==> src/rtl/pixel_stream_feeder.sv <==
// pixel_stream_feeder: reads a stored frame out of a word-addressed RAM with a
// registered output and replays it as a valid-qualified packed pixel stream.
// Each frame is preceded by a one-cycle kernel reset pulse. The frame is paced
// by a start/pause handshake, and downstream has no backpressure.
module pixel_stream_feeder #(
  parameter int DataWidth = 16,
  parameter int Row       = 4,
  parameter int Col       = 4,
  parameter int Pwr       = 2,
  parameter int AddrWidth = 16
) (
  input  logic                       i_clk,
  input  logic                       i_rst,
  input  logic                       i_start,
  input  logic [AddrWidth-1:0]       i_base_addr,
  input  logic                       i_pause,
  output logic                       o_rd_en,
  output logic [AddrWidth-1:0]       o_rd_addr,
  input  logic [DataWidth*Pwr-1:0]   i_rd_data,
  output logic [DataWidth*Pwr-1:0]   o_pixel_data,
  output logic                       o_pixel_data_valid,
  output logic                       o_kernel_reset,
  output logic                       o_busy,
  output logic                       o_done
);

  localparam int NW    = (Row * Col) / Pwr;
  localparam int CntW  = (NW > 1) ? $clog2(NW) : 1;
  localparam int BeatW = DataWidth * Pwr;

  typedef enum logic [2:0] {
    S_IDLE,
    S_KRST,
    S_STREAM,
    S_DRAIN,
    S_DONE
  } state_t;

  state_t                 state_q, state_d;
  logic [CntW-1:0]        cnt_q, cnt_d;
  logic [AddrWidth-1:0]   base_q, base_d;
  logic                   rd_en;

  logic                   vld_p0_q, vld_p0_d;
  logic                   vld_p1_q, vld_p1_d;
  logic [BeatW-1:0]       pix_p1_q, pix_p1_d;

  // Frame sequencing: next state, word counter and read strobe.
  always_comb begin
    state_d = state_q;
    cnt_d   = cnt_q;
    base_d  = base_q;
    rd_en   = 1'b0;
    case (state_q)
      S_IDLE: begin
        if (i_start) begin
          base_d  = i_base_addr;
          cnt_d   = '0;
          state_d = S_KRST;
        end
      end
      S_KRST: begin
        state_d = S_STREAM;
      end
      S_STREAM: begin
        // A paused cycle issues nothing and holds the word counter.
        if (!i_pause) begin
          rd_en = 1'b1;
          if (cnt_q == CntW'(NW - 1)) begin
            cnt_d   = '0;
            state_d = S_DRAIN;
          end else begin
            cnt_d = cnt_q + CntW'(1);
          end
        end
      end
      S_DRAIN: begin
        // The last read has left stage 0 once vld_p0 drops; the beat it
        // produces is on the output this cycle.
        if (!vld_p0_q) begin
          state_d = S_DONE;
        end
      end
      S_DONE: begin
        state_d = S_IDLE;
      end
      default: begin
        state_d = S_IDLE;
      end
    endcase
  end

  // Control registers for the frame sequencer.
  always_ff @(posedge i_clk) begin
    if (i_rst) begin
      state_q <= S_IDLE;
      cnt_q   <= '0;
      base_q  <= '0;
    end else begin
      state_q <= state_d;
      cnt_q   <= cnt_d;
      base_q  <= base_d;
    end
  end

  // Read-return pipeline: stage 0 marks the cycle the RAM word arrives,
  // stage 1 is the registered beat; the beat holds its value between valids.
  always_comb begin
    vld_p0_d = rd_en;
    vld_p1_d = vld_p0_q;
    pix_p1_d = vld_p0_q ? i_rd_data : pix_p1_q;
  end

  // Pipeline registers; cleared on reset so no stale beat follows it.
  always_ff @(posedge i_clk) begin
    if (i_rst) begin
      vld_p0_q <= 1'b0;
      vld_p1_q <= 1'b0;
      pix_p1_q <= '0;
    end else begin
      // stage 0 -> stage 1
      vld_p0_q <= vld_p0_d;
      vld_p1_q <= vld_p1_d;
      pix_p1_q <= pix_p1_d;
    end
  end

  assign o_rd_en            = rd_en;
  assign o_rd_addr          = rd_en ? (base_q + AddrWidth'(cnt_q)) : '0;
  assign o_pixel_data       = pix_p1_q;
  assign o_pixel_data_valid = vld_p1_q;
  assign o_kernel_reset     = (state_q == S_KRST);
  assign o_busy             = (state_q != S_IDLE);
  assign o_done             = (state_q == S_DONE);

endmodule
==> config.mk <==
export PLATFORM = sky130hd
export DESIGN_NAME = pixel_stream_feeder
export DESIGN_NICKNAME = d
export VERILOG_FILES = /design/src/rtl/pixel_stream_feeder.sv
export SDC_FILE = /design/constraint.sdc
export NUM_CORES = 1
export LEC_CHECK = 0
export BUFFER_PORTS_ARGS = -buffer_cell sky130_fd_sc_hd__buf_2
export CAP_MARGIN = 25
export CORE_MARGIN = 8
export CORE_UTILIZATION = 35
export DETAILED_ROUTE_END_ITERATION = 12
export PLACE_DENSITY = 0.65
export SYNTH_ARGS = -nofsm -noshare
export SYNTH_HDL_FRONTEND = slang
export SYNTH_SLANG_ARGS = --single-unit
==> constraint.sdc <==
create_clock -name i_clk -period 3.55 [get_ports i_clk]
set_input_delay 0.355 -clock i_clk [delete_from_list [all_inputs] [get_ports i_clk]]
set_output_delay 0.355 -clock i_clk [all_outputs]
set_load 0.03 [all_outputs]
Word-level counts from Yosys, hierarchy flattened
Cells that the tools add are included.
{"block": "word_totals", "wordCells": 35, "regBits": 56}
{"block": "op_classes", "addsub": 2, "eq_ne": 9, "mux": 12, "reduce_logical": 6}
{"operator": "$mux 3", "n": 7}
{"operator": "$add 16x3->16", "n": 1}
{"operator": "$mux 16", "n": 1}
{"operator": "$pmux 3 s4", "n": 1}
{"operator": "$ne 2x2->1 const B", "n": 4}
{"operator": "$eq 3x2->1 const B", "n": 2}
{"operator": "$eq 3x3->1 const B", "n": 2}
{"operator": "$pmux 3 s2", "n": 1}
{"operator": "$reduce_and 4->1", "n": 1}
{"operator": "$add 3x1->3 const B", "n": 1}
{"operator": "$eq 3x1->1 const B", "n": 1}
{"operator": "$logic_not 3->1", "n": 1}
{"operator": "$reduce_and 3->1", "n": 1}
{"operator": "$reduce_bool 3->1", "n": 1}
{"operator": "$mux 1", "n": 2}
{"operator": "$reduce_and 2->1", "n": 1}
{"operator": "$reduce_bool 2->1", "n": 1}

Logic depth before layout (Yosys ltp)
{"block": "logic_depth", "ltp_word": 4, "ltp_mapped": 8, "depth_no_buf": 7}

Least setup slack after synthesis
Ideal clock, no wire load.
{"block": "synth_path", "path_type": "flip-flop to output port", "from": "register cnt_q[0]", "to": "output port o_rd_addr[14]", "path_buffers": 0, "arrival_time_ps": 2140, "required_time_ps": 3195, "setup_slack_ps": 1055, "path_stages_with_launch": 8, "cell_sequence": "dfxtp_1 > ha_1 > inv_1 > fa_1 > nor2b_1 > o21ai_1 > or3_1 > a21oi_1"}
{"block": "synth_via", "elab_chain_len": 2}
{"element": "start: declaration", "line": "40", "text": "logic [CntW-1:0] cnt_q, cnt_d;"}
{"element": "start signal: assignment", "line": "101", "text": "cnt_q <= cnt_d;"}
{"element": "$add 16x3->16", "line": "129", "text": "assign o_rd_addr = rd_en ? (base_q + AddrWidth'(cnt_q)) : '0;"}
{"element": "$mux 16", "line": "129"}
{"element": "end: declaration", "line": "18", "text": "output logic [AddrWidth-1:0] o_rd_addr,"}
Every way passes these cells.

Worst setup path in the final report
Same ends and word-level chain as after synthesis.

==> results.md <==
* P&R area growth vs syn at 27.6%
* Fin. Hold Viols at 0
* Final WL at 6.17 mm
* HPWL after DPL at 4.57 mm
* FF+latch area at 0.00112 sq mm
* Initial antenna violation count at 0
* Post-CTS sizing at 0
* Pwr Density at 375 mW/mm^2
* CP Capture Type: primary output
* Largest net degree at the start of global routing at 57
* Fraction of layout instances using a drive strength above 1 at 30.3%
* CP Max Fanout at 5
* Multi-input gate area at 0.00126 sq mm
* Crit path DAT at 2.44 ns
* Via Count at 2188
* Syn nets at 345
* Number of global-route vias before repair at 2211
* Setup violators final at 0
* Hold Buf Count CTS at 0
* Largest family of logic cells by synthesized area: simple AND/OR/NAND/NOR gates
* Antenna diodes at 0
* Mux cell area share after synthesis at 14.1%
* Crit Path Category: reg2out
* WL per Instance at 12.9 microns
* #FFs+latches synth at 56
* Syn Inst Count at 287
* Clock sinks at 56
* Ports at 105
* H-tree levels at 2
* Drt first pass iters at 4
* CP required at 3.19 ns
* NumNets Final at 441
* Seq/Total Area, Yosys at 45.3%
* Clk root buf: clkbuf_8
* TritonCTS Buffers at 5
* Placer Congestion at 0.801
* Clock transition at path regs at 0.09 ns
* RSZ-0062 raised after global routing: false
* Hold/Removal Path Class: in2reg
* Die Y at 100 microns
* Core Area at 0.00683 sq mm
* Most common cell after layout, fill and taps aside: buf_2
* Compound-Gate Fraction of Synth Area at 8.69%
* DR DRC count at 0
* Max VDD drop at 0.223 mV
* Most frequent cells in the layout: buf_2, dfxtp_1, nor2_1
* Setup TNS at 0 ns
* Minimum clock period at 2.79 ns
* CTS tree: yes
* Cell variety after synth at 39
* Final cycle utilization of the critical path at 78.7%
* Die X at 100 microns
* Iter 0 DRT Violations at 27
* Die ar. at 0.0100 sq mm
* Postcts setup bufs at 0
* Clock Latency Late Sink at 0.30 ns
* Final setup skew at 0.00532 ns
* Max Cap Viol at 0
* Starting density of the core at 36.2%
* Yosys warning count at 0
* Run status: complete, no violations
* Row count at 30
* Leakage power at 1.42 nW
* Post-Synth Simple-Gate Area at 22.2%
* Max Root-Sink Buffers at 2
* Post-synthesis xor/xnor area fraction at 2.48%
* Antenna-violating nets left at 0
* Max Transition Viols Final at 0
* Number of port buffers at 104
* Synth Area in Adders at 3.34%
* Gr usage total at 12.1%
* Fmax at 358 MHz
* Cell area after synthesis at 0.00248 sq mm
* Gr ovfl total at 0
* Startpoint Class: flop
* Mean Syn Cell Area at 8.63 sq um
* Filler cells at 725
* Final Total Pwr at 1.19 mW
* First-pass GRT wire length at 10.0 mm
* Max transition margin at 57.2%
* Vias per std cell at 4.57
* Worst slew pin tran at 0.638 ns
layer usage:
layer	up-vias	GRT usage (%)	part of all wire [%]
met1	955	13.6	45
li1	1149	-	-
met3	6	6.30	11
met2	78	19.3	43
met4	0	3.49	0.96
met5	-	0	0
critical path: stages, from the launching register on:
cell     delay (ns)
dfxtp_1        0.39
ha_1           0.18
inv_1          0.06
fa_1           0.36
nor2b_1        0.30
o21ai_1        0.15
or3_1          0.36
a21oi_1        0.13
buf_2          0.22
cells by family (layout without fill, tap and decap cells):
group,after synthesis,in the layout
AOI/OAI and AO/OA,37,37
buffers and inverters,22,118
DFF,56,56
xor gates and xnor gates,7,7
adders and majority gates,6,6
and+or+nand+nor,124,124
muxes,35,35
path summary, 6_finish.rpt:
path / slack [ns] / depth (start not counted) / endpoint / startpoint
worst max-delay path: 0.76 / 8 / o_rd_addr[14] / cnt_q[0]
worst min-delay path: 0.26 / 2 / base_q[1] / i_rst
worst max register to register: 1.80 / 5 / cnt_q[2] / state_q[2]
worst min register to register: 0.47 / 2 / base_q[2] / base_q[2]
synth_stat cells:
library cell / n / area, sq um
and3_1: 1 / 6.26
nor2b_1: 6 / 37.5
and4_4: 1 / 11.3
nand4_1: 3 / 18.8
xnor2_1: 3 / 26.3
a31o_1: 1 / 8.76
a32oi_1: 1 / 8.76
inv_1: 4 / 15.0
ha_1: 5 / 62.6
buf_2: 7 / 35.0
nand2b_1: 3 / 18.8
a31oi_1: 1 / 6.26
clkinv_2: 1 / 5.00
buf_1: 1 / 3.75
a21oi_1: 23 / 115
o22a_1: 1 / 8.76
a41o_1: 1 / 10.0
fa_1: 1 / 20.0
o2111ai_1: 1 / 8.76
nand4_2: 1 / 12.5
xor2_1: 4 / 35.0
nor3_1: 3 / 15.0
buf_4: 1 / 7.51
dfxtp_1: 56 / 1120
o211ai_1: 1 / 7.51
nor2_1: 49 / 184
nand3_1: 2 / 10.0
a211oi_1: 1 / 7.51
o21ai_0: 3 / 15.0
o21ai_1: 2 / 10.0
and2_1: 4 / 25.0
nor4_1: 1 / 6.26
nand2_1: 45 / 169
a2111oi_0: 1 / 8.76
mux2i_1: 35 / 350
nor3b_1: 1 / 7.51
or3b_1: 1 / 8.76
or3_1: 3 / 18.8
clkbuf_1: 8 / 30.0
flip-flops by register name, summed over array words and instances, names as in the netlist:
| name | cells |
|---|---|
| cnt_q | 3 |
| base_q | 16 |
| o_pixel_data | 32 |
| o_pixel_data_valid | 1 |
| state_q | 3 |
| vld_p0_q | 1 |
per-stage QoR:
step / worst slack [ns] / hold slack (ns) / utilization (%) / std cells / area, sq um
floorplan: 1.06 / 0.440 / - / 287 / 2480
global placement: 1.10 / 0.449 / 44.5 / 470 / 3040
detailed placement: 1.07 / 0.461 / 44.5 / 470 / 3040
CTS: 0.721 / 0.271 / 45.7 / 477 / 3120
global route: 0.551 / 0.255 / 46.2 / 479 / 3160
finish: 0.757 / 0.263 / 46.2 / 479 / 3160
area by class of cell:
class                   count  area share (%)
flip-flops and latches     56            35.5
repair buffers            106            17.7
inverters                   5           0.634
clock buffers               6            2.30
multi-input cells         209            39.8
clock inverters             1           0.158
well taps                  96            3.80
power by group:
part           internal [mW]  switching (mW)  total (mW)
Sequential             0.654          0.0286       0.683
Clock                  0.135           0.190       0.325
Combinational         0.0713           0.106       0.177
Power figures use the tool's default switching activity.
